**config.mk**
```make
export PLATFORM = sky130hd
export DESIGN_NAME = fetch_sequencer
export DESIGN_NICKNAME = d
export VERILOG_FILES = /design/src/rtl/fetch_sequencer.sv
export SDC_FILE = /design/constraint.sdc
export NUM_CORES = 1
export LEC_CHECK = 0
export BUFFER_PORTS_ARGS = -buffer_cell sky130_fd_sc_hd__buf_2
export CAP_MARGIN = 10
export CORE_UTILIZATION = 46
export DETAILED_ROUTE_END_ITERATION = 8
export PLACE_DENSITY = 0.8
export SLEW_MARGIN = 20
export SYNTH_ARGS = -nofsm -noshare
export SYNTH_HDL_FRONTEND = slang
export SYNTH_SLANG_ARGS = --single-unit
```
**constraint.sdc**
```tcl
create_clock -name clk -period 2.1 [get_ports clk]
set_input_delay 0.315 -clock clk [delete_from_list [all_inputs] [get_ports clk]]
set_output_delay 0.315 -clock clk [all_outputs]
set_load 0.05 [all_outputs]
```
**src/rtl/fetch_sequencer.sv**
```systemverilog
// fetch_sequencer
//   Multi-cycle fetch/control sequencer that sits just upstream of the program
//   counter. It fetches the instruction at pc, latches it for the execute stage,
//   resolves Bcond/Jcond against the ALU flags, and issues the one-cycle PC
//   update command once execute reports done.
//
// Ports
//   clk, reset     : clock; synchronous active-high reset
//   pc             : current PC from the program counter
//   mem_addr       : instruction memory address (memory has 1-cycle read latency)
//   mem_rdata      : instruction memory read data
//   flags          : {C, L, F, Z, N} from the ALU flag register
//   rtarget_sel    : register-file select for the jump target (instr[3:0])
//   rtarget_data   : register-file read data (combinational)
//   instr          : latched instruction register
//   instr_valid    : instr is valid for the execute stage
//   exec_done      : execute stage finished the current instruction
//   pc_en          : PC command 00 hold, 01 inc, 10 jump, 11 branch
//   new_adr        : jump target (meaningful while pc_en = 10)
//   imm            : sign-extended branch displacement (meaningful while pc_en = 11)
module fetch_sequencer #(
    parameter int DATA_WIDTH    = 16,
    parameter int REG_SEL_WIDTH = 4
) (
    input  logic                     clk,
    input  logic                     reset,
    input  logic [DATA_WIDTH-1:0]    pc,
    output logic [DATA_WIDTH-1:0]    mem_addr,
    input  logic [DATA_WIDTH-1:0]    mem_rdata,
    input  logic [4:0]               flags,
    output logic [REG_SEL_WIDTH-1:0] rtarget_sel,
    input  logic [DATA_WIDTH-1:0]    rtarget_data,
    output logic [DATA_WIDTH-1:0]    instr,
    output logic                     instr_valid,
    input  logic                     exec_done,
    output logic [1:0]               pc_en,
    output logic [DATA_WIDTH-1:0]    new_adr,
    output logic [DATA_WIDTH-1:0]    imm
);

    typedef enum logic [2:0] {
        S_FETCH, S_WAIT, S_LOAD, S_DECODE, S_EXEC, S_UPDATE
    } state_t;

    localparam logic [1:0] CMD_INC    = 2'b01;
    localparam logic [1:0] CMD_JUMP   = 2'b10;
    localparam logic [1:0] CMD_BRANCH = 2'b11;

    state_t     state;
    logic [1:0] cmd;    // command resolved in DECODE, issued when EXEC ends

    // flags = {C, L, F, Z, N}
    function automatic logic cond_true(input logic [3:0] cond, input logic [4:0] f);
        logic c, l, fl, z, n;
        {c, l, fl, z, n} = f;
        case (cond)
            4'b0000: cond_true = z;
            4'b0001: cond_true = !z;
            4'b0010: cond_true = c;
            4'b0011: cond_true = !c;
            4'b0100: cond_true = l;
            4'b0101: cond_true = !l;
            4'b0110: cond_true = n;
            4'b0111: cond_true = !n;
            4'b1000: cond_true = fl;
            4'b1001: cond_true = !fl;
            4'b1010: cond_true = !l && !z;
            4'b1011: cond_true = l || z;
            4'b1100: cond_true = !n && !z;
            4'b1101: cond_true = n || z;
            4'b1110: cond_true = 1'b1;
            default: cond_true = 1'b0;
        endcase
    endfunction

    logic is_bcond, is_jcond, taken;
    assign is_bcond = (instr[15:12] == 4'b1100);
    assign is_jcond = (instr[15:12] == 4'b0100) && (instr[7:4] == 4'b1100);
    assign taken    = cond_true(instr[11:8], flags);

    always_ff @(posedge clk) begin
        if (reset) begin
            state       <= S_FETCH;
            mem_addr    <= '0;
            rtarget_sel <= '0;
            instr       <= '0;
            instr_valid <= 1'b0;
            pc_en       <= 2'b00;
            new_adr     <= '0;
            imm         <= '0;
            cmd         <= 2'b00;
        end else begin
            case (state)
                S_FETCH: begin
                    mem_addr <= pc;
                    state    <= S_WAIT;
                end
                S_WAIT: state <= S_LOAD;
                S_LOAD: begin
                    instr       <= mem_rdata;
                    rtarget_sel <= mem_rdata[REG_SEL_WIDTH-1:0];
                    state       <= S_DECODE;
                end
                S_DECODE: begin
                    // imm/new_adr load on any Bcond/Jcond so they track the
                    // last decoded control instruction, taken or not.
                    cmd <= CMD_INC;
                    if (is_bcond) begin
                        imm <= {{(DATA_WIDTH-8){instr[7]}}, instr[7:0]};
                        if (taken) cmd <= CMD_BRANCH;
                    end else if (is_jcond) begin
                        new_adr <= rtarget_data;
                        if (taken) cmd <= CMD_JUMP;
                    end
                    instr_valid <= 1'b1;
                    state       <= S_EXEC;
                end
                S_EXEC: begin
                    if (exec_done) begin
                        instr_valid <= 1'b0;
                        pc_en       <= cmd;
                        state       <= S_UPDATE;
                    end
                end
                S_UPDATE: begin
                    // PC moves on this edge; next FETCH sees the new value.
                    pc_en <= 2'b00;
                    state <= S_FETCH;
                end
                default: state <= S_FETCH;
            endcase
        end
    end

endmodule

```
Word-level counts from Yosys, hierarchy flattened
Cells that the tools add are included.
Storage, ports and cells
  logic and storage cells: 62
  input bits: 56
  flip-flop bits (word level): 68
Cells by class
  mux-type cells: 11
  reduce and logical (&&, ||, !) cells: 18
  bitwise logic cells: 1
  equality and inequality tests: 23
Operators by type and width (count)
  $eq 4x4->1 const B: 9
  $eq 4x3->1 const B: 5
  $pmux 1 s15: 1
  $pmux 3 s5: 1
  $mux 2: 5
  $eq 4x2->1 const B: 2
  $eq 3x2->1 const B: 2
  $eq 3x3->1 const B: 2
  $reduce_and 2->1: 3
  $logic_not 1->1: 5
  $eq 4x1->1 const B: 1
  $logic_not 4->1: 1
  $pmux 2 s2: 1
  $reduce_bool 2->1: 2
  $eq 3x1->1 const B: 1
  $logic_and 1x1->1: 3
  $logic_not 3->1: 1
  $mux 3: 1
  $reduce_and 3->1: 1
  $logic_or 1x1->1: 2
  $ne 2x2->1 const B: 1
  $pmux 1 s2: 1
  $mux 1: 1
  $not 1->1: 1

Longest topological paths before layout
Gate-level depths: netlist of the first run.
  depth after elaboration: 6
  depth in mapped cells: 9

Worst setup path before layout of the first run
OpenSTA, ideal clock, no wires.
  path type: flip-flop to flip-flop
  from: register instr[9]
  to: register cmd[0]
  library setup time: 0.138 ns
  buffers on the path: 1
  arrival: 1.669 ns
  slack: 0.293 ns
  clock period less this slack: 1.807 ns
  stages on the path, launching flop included: 7
  cell sequence: dfxtp_1 -> clkbuf_1 -> nand2_1 -> o21bai_1 -> a31oi_1 -> o311ai_0 -> a211oi_1
Between the ends
  longest elaborated chain between the ends: 5
  elaborated cells between the ends (all ways): 19
  those cells by class: eq/ne: 14; mux: 4; reduce/logical: 1
Ends and longest elaborated chain
  start, declared: RTL line 33  | output logic [DATA_WIDTH-1:0] instr,
  start signal, assigned: RTL line 100  | instr <= mem_rdata;
  $eq 4x4->1, or another cell as far along: RTL line 56  | case (cond)
  $pmux 1 s15 (*): RTL line 56
  $mux 2 (*): RTL line 113  | if (taken) cmd <= CMD_JUMP;
  $mux 2 (*): RTL line 111  | end else if (is_jcond) begin
  $mux 2 (*): RTL line 108  | if (is_bcond) begin
  end signal, assigned: RTL line 107  | cmd <= CMD_INC;
  end signal, assigned: RTL line 110  | if (taken) cmd <= CMD_BRANCH;
  end signal, assigned: RTL line 113
  end, declared: RTL line 50  | logic [1:0] cmd;
Mark *: on every way between the ends. The rest lies on a longest branch, timed or not.
A chain may end at the register's enable or synchronous reset.

Worst setup path after layout of the first run
  from: register state[1]
  to: register new_adr[8]
Between the ends
  longest elaborated chain between the ends: 2
Ends and longest elaborated chain
  start, declared: RTL line 49  | state_t state;
  start signal, assigned: RTL line 83  | state <= S_FETCH;
  start signal, assigned: RTL line 96  | state <= S_WAIT;
  start signal, assigned: RTL line 98  | S_WAIT: state <= S_LOAD;
  $eq 3x2->1: RTL line 93  | case (state)
  $reduce_and 3->1 (no source line)
  end signal, assigned: RTL line 112  | new_adr <= rtarget_data;
  end, declared: RTL line 37  | output logic [DATA_WIDTH-1:0] new_adr,
No other way between the ends.

==> results of run 1 <==
==> logic make-up after synthesis <==
group                     after synthesis
and+or+nand+nor                       123
DFF                                    64
AOI/OAI and AO/OA                      52
buffers and inverters                  35
muxes                                  26
xor gates and xnor gates                1
==> worst min-delay path, stage by stage <==
cell     delay [ns]
buf_2          0.10
nand2_1        0.04
a21oi_1        0.05
==> where the power goes <==
part           internal, mW  switching (mW)
Sequential             1.27          0.0535
Clock                 0.699           0.461
Combinational         0.159           0.375
==> cells in the mapped netlist, drive strengths merged, types with 2 or more instances <==
cell type / number / area [um^2]
mux2i: 26 / 260
nor3: 5 / 30.0
dfxtp: 64 / 1280
nand2b: 5 / 31.3
nor3b: 3 / 32.5
nand2: 66 / 248
o21ai: 4 / 20.0
nand3: 2 / 22.5
or3b: 2 / 17.5
clkbuf: 15 / 56.3
nor2b: 3 / 18.8
a31oi: 3 / 18.8
buf: 19 / 158
a211oi: 5 / 37.5
a21oi: 35 / 175
nor2: 33 / 124
==> per-stage QoR <==
step | setup WS, ns | cells | power [mW] | instance area (um^2) | util [%]
after floorplan | 0.293 | 301 | 1.73 | 2620 | -
after detailed placement | 0.342 | 472 | 1.89 | 3200 | 58.2
after global placement | 0.420 | 472 | 1.88 | 3200 | 58.2
final | 0.329 | 488 | 3.02 | 3430 | 62.2
after CTS | 0.311 | 488 | 3.05 | 3430 | 62.2
after global routing | 0.160 | 488 | 3.15 | 3430 | 62.2
==> area by class of cell <==
cell class / instances / area (um^2) / area share, %
inverter: 1 / 3.75 / 0.110
tap: 72 / 90.1 / 2.63
sequential: 64 / 1280 / 37.4
clock buffer: 11 / 141 / 4.13
clock inverter: 5 / 80.1 / 2.34
timing repair buffer: 133 / 696 / 20.3
multi-input combinational: 202 / 1130 / 33.1
==> per-layer routing <==
layer  vias up  global-route usage [%]  part of all wire [%]
li1       1210                       -                     -
met1      1054                    24.8                    43
met2        96                    35.6                    47
met3        12                    5.41                   7.1
met4         0                    11.9                   2.1
met5         -                       0                     0
==> registers in the layout (all words and copies together) (netlist names) <==
signal and flops:
imm 8, state 3, rtarget_sel 3, instr 13
cmd 2, pc_en 2, mem_addr 16, new_adr 16
instr_valid 1
==> worst paths after layout <==
| path | depth (start not counted) | slack, ns | endpoint |
|---|---|---|---|
| setup / recovery | 6 | 0.33 | new_adr[8] |
| setup reg to reg | 6 | 0.33 | new_adr[8] |
| hold / removal | 3 | 0.21 | rtarget_sel[2] |
| hold reg to reg | 2 | 0.45 | mem_addr[6] |
==> impl_summary.log, run 1 <==
[metrics] largest stage delay on the critical path: around 0.48 ns
[metrics] post-route clock skew: 0.00765 ns
[metrics] cell area after synthesis: 0.00262 mm^2
[metrics] die width: 77.5 um
[metrics] worst slew pin tran: roughly 0.58 ns
[metrics] buffer cell driving the clock tree root: clkbuf_8
[metrics] most common cell after layout, fill and taps aside: buf_2
[metrics] crit-path max FO: 17
[metrics] number of design-rule violations left by the first detailed-router iteration: 43
[metrics] minimum clock period: between 1.5 and 2 ns
[metrics] list of cells traversed by the critical path: and3b_1, nand3_4, nor3_4, buf_12, mux2i_1, nor2_1
[metrics] type of the setup path with the least slack: reg -> reg
[metrics] cell family contributing the most delay on the critical path: simple AND/OR/NAND/NOR gates
[metrics] Avg Inst Size Synth: between 8 and 9 um^2
[metrics] largest net degree at the start of global routing: 27
[metrics] synthesis-to-layout area growth: 30.7%
[metrics] global-route wire length before repair: between 9 and 10 mm
[metrics] Max Fclk: 0.565 GHz
[metrics] simple-gate area share of the yosys netlist: between 20% and 30%
[metrics] global route overflow: 0
[metrics] number of antenna violations at the first check in global routing: 0
[metrics] most used flip-flop cell after synthesis: dfxtp_1
[metrics] Slew headroom: approximately 62%
[metrics] share of synthesized registers carrying an async set or reset: 0%
[metrics] crit path launch type: register
[metrics] Yosys warning count: 0
[metrics] arrival time at the worst endpoint: 1.99 ns
[metrics] initial core utilization: approximately 48%
[metrics] clock latency at the later pin of the worst-skew pair: roughly 0.34 ns
[metrics] element type at the critical path end: register
[metrics] leakage power of the design: approximately 1.6 nW
[metrics] top-level port count: about 130
[metrics] Sum Neg Setup Slack: 0 ns
[metrics] setup repair after global routing missed its margin: no
[metrics] count of port buffers added during placement: around 130
[metrics] clock sink count: 64
[metrics] routability congestion estimate: between 0.7 and 0.8
[metrics] count of buffering cells on the critical path with inverters included: 1
[metrics] Longest Clk Path Bufs: 2
[metrics] worst min-delay path category: in -> reg
[metrics] Setup Viol. Count Final: 0
[metrics] Pre-antenna DRT Iters: 4
[metrics] Cell Rows: 27
[metrics] sequential share of the synthesized area: roughly 50%
[metrics] final worst-path cycle share: between 80% and 90%
[metrics] diode count: 0
[metrics] number of vias in the routed layout: about 2400
[metrics] max-slew violation count: 0
[metrics] CTS-repair resized insts: 0
[metrics] Gate Count Post-Synth: around 300
[metrics] Clock transition at path regs: 0.07 ns
[metrics] Critical Path Source: state[1]
[metrics] number of buffers added by the clock tree synthesis step: 9
[metrics] detailed-route DRC error count: 0
[metrics] post-synthesis cell type count: 33
[metrics] Power Dens Cells: 882 mW/mm^2
[metrics] ratio of cells with drive above 1 in the final layout: 37.5%
[metrics] area share of fa/ha/maj cells after synthesis: 0%
[metrics] outcome: finished clean
[metrics] endpoints failing hold: 0
[metrics] clock tree from TritonCTS: built
[metrics] number of maximum-capacitance constraint violations: 0
[metrics] mux share of post-synthesis cell area: about a tenth
[metrics] H-tree levels: 3
[metrics] antenna viol nets, final: 0
[metrics] Fillers: ~480
[metrics] total die area: approximately 0.006 mm^2
[metrics] slowest library cell on the worst path: dfxtp_1
[metrics] detailed-route vias per instance: 4.86
[metrics] Synth Area in Compound Gates: between 10 and 15%
[metrics] Post-synth EDFFs: 0
[metrics] combinational family with the most area after synthesis: simple AND/OR/NAND/NOR gates
[metrics] synthesized net count: 357
[metrics] hold buffer count at cts: 0
[metrics] required time worst endpoint: roughly 2.3 ns
[metrics] startpoint of the lowest-slack hold path: mem_rdata[2]
[metrics] highest-count cells in the layout ignoring fill and taps: buf_2 (126), nand2_1 (66), dfxtp_1 (64)
[metrics] overall routing resource usage: a little over a fifth
[metrics] area of the placeable core: 0.00551 mm^2
[metrics] maximum VDD drop: between 0.0004 and 0.0005 V
[metrics] start of the worst register-to-register path: state[1]
[metrics] Post CTS Setup Buffer Count: 0
[metrics] #FFs+latches synth: 64
[metrics] DR WL/cell: about 13 um
[metrics] HPWL after detailed placement: roughly 4.4 mm
[metrics] Min Hold Slack: ~0.21 ns
[metrics] die boundary height: 77.5 um
[metrics] area share of xor/xnor cells in the synthesized design: less than 1%
[metrics] Nets: between 400 and 500
[metrics] total wire length after detailed routing: about 6 mm
[metrics] vias in the first global route: just over 2000
Note: power is estimated with default switching activity, not from simulation.
==> run 2, diff against run 1 <==
==> constraint.sdc (replaced) <==
create_clock -name clk -period 1.7 [get_ports clk]
set_input_delay 0.255 -clock clk [delete_from_list [all_inputs] [get_ports clk]]
set_output_delay 0.255 -clock clk [all_outputs]
set_load 0.05 [all_outputs]
==> impl_summary.log, run 2 (synthesized netlist as in run 1, its figures left out) <==
[metrics] global-route wire length before repair: about 10 mm
[metrics] Longest Clk Path Bufs: 2
[metrics] maximum VDD drop: roughly 0.00066 V
[metrics] detailed-route vias per instance: 4.88
[metrics] H-tree levels: 3
[metrics] endpoints failing hold: 0
[metrics] Slew headroom: 61.5%
[metrics] Sum Neg Setup Slack: 0 ns
[metrics] routability congestion estimate: roughly 0.79
[metrics] die width: around 77 um
[metrics] Placement Cell Area: around 0.0033 mm^2
[metrics] ratio of cells with drive above 1 in the final layout: about two fifths
[metrics] DR WL/cell: roughly 13 um
[metrics] cell count after placement: roughly 480
[metrics] outcome: finished clean
[metrics] worst min-delay path category: in -> reg
[metrics] highest-count cells in the layout ignoring fill and taps: buf_2 (126), nand2_1 (66), dfxtp_1 (61)
[metrics] slowest library cell on the worst path: dfxtp_1
[metrics] leakage power of the design: about 1.7 nW
[metrics] overall routing resource usage: 21.6%
[metrics] setup repair after global routing missed its margin: no
[metrics] final non-filler cell total: slightly below 500
[metrics] max-slew violation count: 0
[metrics] type of the setup path with the least slack: reg -> reg
[metrics] crit-path max FO: 17
[metrics] element type at the critical path end: register
[metrics] cell family contributing the most delay on the critical path: simple AND/OR/NAND/NOR gates
[metrics] largest stage delay on the critical path: about 0.40 ns
[metrics] clock tree from TritonCTS: built
[metrics] Cell Rows: 27
[metrics] list of cells traversed by the critical path: and3b_1, nand3_4, nor3_4, buf_12, mux2i_1, nor2_1
[metrics] area of the placeable core: about 0.0055 mm^2
[metrics] post-route clock skew: 0.00662 ns
[metrics] Nets: 471
[metrics] worst slew pin tran: 0.578 ns
[metrics] most common cell after layout, fill and taps aside: buf_2
[metrics] crit path launch type: register
[metrics] largest net degree at the start of global routing: 29
[metrics] count of buffering cells on the critical path with inverters included: 1
[metrics] reg2reg setup slack: about 0.16 ns
[metrics] Regs by FF count: mem_addr: 16 flops, new_adr: 16 flops, instr: 13 flops
[metrics] arrival time at the worst endpoint: roughly 1.7 ns
[metrics] total die area: approximately 0.006 mm^2
[metrics] number of vias in the routed layout: between 2000 and 2500
[metrics] number of antenna violations at the first check in global routing: 0
[metrics] Fillers: about 490
[metrics] Clock transition at path regs: ~0.07 ns
[metrics] Pre-antenna DRT Iters: 5
[metrics] fin area: around 0.0035 mm^2
[metrics] vias in the first global route: 2223
[metrics] Post CTS Setup Buffer Count: 0
[metrics] number of buffers added by the clock tree synthesis step: 9
[metrics] initial core utilization: 47.6%
[metrics] number of maximum-capacitance constraint violations: 0
[metrics] clock sink count: 64
[metrics] total wire length after detailed routing: 6.24 mm
[metrics] Min Hold Slack: approximately 0.16 ns
[metrics] global route overflow: 0
[metrics] top-level port count: 127
[metrics] minimum clock period: 1.54 ns
[metrics] required time worst endpoint: between 1.5 and 2 ns
[metrics] final worst-path cycle share: about 90%
[metrics] Setup Viol. Count Final: 0
[metrics] Power Dens Cells: a little over 1000 mW/mm^2
[metrics] Final Core Density: between 60% and 70%
[metrics] buffer cell driving the clock tree root: clkbuf_8
[metrics] die boundary height: ~77 um
[metrics] synthesis-to-layout area growth: 31.7%
[metrics] clock latency at the later pin of the worst-skew pair: approximately 0.33 ns
[metrics] Max Fclk: between 0.6 and 0.7 GHz
[metrics] count of port buffers added during placement: between 100 and 150
[metrics] number of design-rule violations left by the first detailed-router iteration: between 50 and 60
[metrics] detailed-route DRC error count: 0
[metrics] diode count: 0
[metrics] HPWL after detailed placement: 4.63 mm
[metrics] antenna viol nets, final: 0
-- run 2: cell count changes in the layout (fill, tap and decap cells not counted), sizes merged --
cell	before	now
buf	133	137
bufinv	2	0
clkinv	1	2
clkinvlp	2	1
inv	1	3
-- run 2: worst register-to-register path, stage by stage, from the launching register on --
cell     delay [ns]
dfxtp_1        0.40
and3b_1        0.25
nand3_4        0.10
nor3_4         0.21
buf_12         0.19
mux2i_1        0.21
nor2_1         0.05
-- run 2: worst paths after layout --
kind,startpoint,to,depth (start not counted)
worst max-delay path,state[0],new_adr[9],6
worst min-delay path,pc[2],mem_addr[2],3
worst max register to register,state[0],new_adr[9],6
worst min register to register,mem_addr[15],mem_addr[15],2
-- run 2: stage by stage --
step           power, mW  worst slack [ns]
6_report            3.53             0.160
5_1_grt             3.70            0.0615
4_1_cts             3.56            0.0713
3_5_place_dp        2.35            0.0879
3_3_place_gp        2.33             0.162
2_1_floorplan       2.14           0.00587
-- run 2: power by group --
group	switching, mW	internal, mW	leakage (nW)
combinational	0.472	0.210	1.04
sequential	0.0663	1.57	0.522
clock	0.590	0.619	0.0963
total	1.13	2.40	1.66
-- run 2: repair_timing --
| action | CTS | global route |
|---|---|---|
| endpoints found under the setup margin | 0 | 9 |
| hold buffers | 0 | 0 |
| resized for setup | 0 | 3 |
-- run 2: metal layers --
layer	routed length, um	global-route usage, %	share of wire, %
met1	2780	25.4	45
met2	3080	37.3	49
met3	343	6.12	5.5
met4	38	7.74	0.61
met5	0	0	0
-- run 2: layout make-up --
type                       instances  area, um^2  share of cell area (%)
timing repair buffer             137         738                    21.4
clock inverter                     5        38.8                    1.12
clock buffer                      11         151                    4.39
sequential                        64        1280                    37.2
tap                               72        90.1                    2.61
inverter                           1        3.75                   0.109
multi-input combinational        202        1140                    33.2
==> run 3, diff against run 2 <==
--- a/config.mk
+++ b/config.mk
@@ -7,6 +7,7 @@
 export LEC_CHECK = 0
 export BUFFER_PORTS_ARGS = -buffer_cell sky130_fd_sc_hd__buf_2
 export CAP_MARGIN = 10
+export CORE_ASPECT_RATIO = 2
 export CORE_UTILIZATION = 46
 export DETAILED_ROUTE_END_ITERATION = 8
 export PLACE_DENSITY = 0.8
==> impl_summary.log, run 3 (synthesized netlist as in run 1, its figures left out) <==
[metrics] Regs by FF count: mem_addr: 16 flops, new_adr: 16 flops, instr: 13 flops
[metrics] CTS-repair resized insts: 0
[metrics] die boundary height: 109 um
[metrics] endpoints failing hold: 0
[metrics] leakage power of the design: between 1.5 and 2 nW
[metrics] clock sink count: 64
[metrics] most common cell after layout, fill and taps aside: buf_2
[metrics] required time worst endpoint: roughly 1.9 ns
[metrics] largest net degree at the start of global routing: 29
[metrics] Setup Viol. Count Final: 0
[metrics] routability congestion estimate: between 0.7 and 0.8
[metrics] Cell Rows: 38
[metrics] setup repair after global routing missed its margin: no
[metrics] Worst Hold Depth: 3
[metrics] clock tree from TritonCTS: built
[metrics] antenna viol nets, final: 0
[metrics] largest stage delay on the critical path: approximately 0.31 ns
[metrics] hold buffer count at cts: 0
[metrics] detailed-route DRC error count: 0
[metrics] final non-filler cell total: ~480
[metrics] maximum VDD drop: 0.000820 V
[metrics] Sum Neg Setup Slack: 0 ns
[metrics] element type at the critical path end: register
[metrics] total wire length after detailed routing: around 6.3 mm
[metrics] count of buffering cells on the critical path with inverters included: 1
[metrics] minimum clock period: ~1.5 ns
[metrics] DR WL/cell: approximately 13 um
[metrics] number of buffers added by the clock tree synthesis step: 9
[metrics] H-tree levels: 3
[metrics] number of design-rule violations left by the first detailed-router iteration: between 60 and 70
[metrics] depth of the critical timing path with buffers and inverters included: 6
[metrics] buffer cell driving the clock tree root: clkbuf_8
[metrics] synthesis-to-layout area growth: 30.8%
[metrics] number of vias in the routed layout: 2419
[metrics] crit-path max FO: 16
[metrics] Longest Clk Path Bufs: 2
[metrics] outcome: finished clean
[metrics] arrival time at the worst endpoint: ~1.7 ns
[metrics] list of cells traversed by the critical path: and3b_1, nand3_4, nor3_4, buf_12, mux2i_1, nor2_1
[metrics] number of cell instances on the worst register-to-register path: 6
[metrics] global-route wire length before repair: approximately 10 mm
[metrics] Power Dens Cells: 1050 mW/mm^2
[metrics] worst slew pin tran: roughly 0.63 ns
[metrics] detailed-route vias per instance: between 5 and 6
[metrics] global route overflow: 0
[metrics] final worst-path cycle share: 88.5%
[metrics] number of maximum-capacitance constraint violations: 0
[metrics] die width: ~55 um
[metrics] number of antenna violations at the first check in global routing: 0
[metrics] cell count after placement: between 400 and 500
[metrics] Post CTS Setup Buffer Count: 0
[metrics] overall routing resource usage: 21.3%
[metrics] HPWL after detailed placement: between 4 and 5 mm
[metrics] diode count: 0
[metrics] area of the placeable core: about 0.0055 mm^2
[metrics] Slew headroom: just under 60%
[metrics] Fillers: 486
[metrics] Pre-antenna DRT Iters: 4
[metrics] ratio of cells with drive above 1 in the final layout: ~39%
[metrics] clock latency at the later pin of the worst-skew pair: roughly 0.34 ns
[metrics] slowest library cell on the worst path: dfxtp_1
[metrics] type of the setup path with the least slack: reg -> reg
[metrics] worst min-delay path category: in -> reg
[metrics] max-slew violation count: 0
[metrics] initial core utilization: between 40% and 50%
[metrics] Clock transition at path regs: 0.07 ns
[metrics] crit path launch type: register
[metrics] highest-count cells in the layout ignoring fill and taps: buf_2 (126), nand2_1 (66), dfxtp_1 (62)
[metrics] top-level port count: around 130
[metrics] vias in the first global route: between 2000 and 2500
[metrics] cell family contributing the most delay on the critical path: simple AND/OR/NAND/NOR gates
[metrics] total die area: around 0.0060 mm^2
[metrics] Max Fclk: ~0.66 GHz
[metrics] count of port buffers added during placement: roughly 130
[metrics] post-route clock skew: a little under 0.01 ns
[metrics] Nets: 472
[run 3: changes by cell type in the layout (fill, tap and decap cells not counted)]
| cell | delta |
|---|---|
| buf_4 | +2 |
| bufinv_16 | +1 |
| inv_6 | -2 |
| dfxtp_2 | -1 |
| clkbuf_1 | +1 |
| nand4_4 | -1 |
| dfxtp_1 | +1 |
| buf_12 | -1 |
| clkinv_2 | +1 |
| clkbuf_8 | -1 |
| nand4_2 | +1 |
[run 3: area by class of cell]
class	count	area, um^2	area share, %
repair buffers	138	733	21.4
clock buffers	11	141	4.12
well taps	60	75.1	2.19
clock inverters	5	56.3	1.64
flip-flops and latches	64	1280	37.4
multi-input cells	202	1140	33.1
inverters	1	3.75	0.109
[run 3: metal layers]
layer  part of all wire [%]  track usage (%)  vias up
li1                       -                -     1213
met1                     38             20.8     1101
met2                     55             40.5       91
met3                    4.5             4.86       14
met4                    2.7             11.3        0
met5                      0                0        -
[run 3: power breakdown]
| part | total (mW) | switching (mW) | leakage [nW] | internal [mW] |
|---|---|---|---|---|
| combinational | 0.693 | 0.484 | 1.03 | 0.209 |
| sequential | 1.63 | 0.0557 | 0.521 | 1.57 |
| clock | 1.28 | 0.563 | 0.0993 | 0.714 |
| total | 3.60 | 1.10 | 1.65 | 2.50 |
[run 3: worst paths after layout]
check               start              to  slack [ns]
max              state[2]     new_adr[15]        0.20
min          mem_rdata[0]  rtarget_sel[0]        0.16
max reg2reg      state[2]     new_adr[15]        0.20
min reg2reg  mem_addr[12]    mem_addr[12]        0.45
[run 3: metrics by stage]
stage / utilization, % / instance area (um^2) / hold WS, ns / setup WS, ns / total power, mW
after CTS: 62.7 / 3430 / 0.140 / 0.185 / 3.63
after floorplan: - / 2630 / 0.384 / 0.00587 / 2.14
after global routing: 62.7 / 3430 / 0.139 / 0.0619 / 3.76
after detailed placement: 59.1 / 3230 / 0.446 / 0.186 / 2.35
after global placement: 59.1 / 3230 / 0.440 / 0.206 / 2.34
final: 62.7 / 3430 / 0.155 / 0.195 / 3.60
[run 3: worst reg2reg max path, stage by stage, from the launching register on]
cell and delay [ns]:
dfxtp_1 0.31, and3b_1 0.26, nand3_4 0.09, nor3_4 0.26, buf_12 0.20, mux2i_1 0.20
nor2_1 0.06
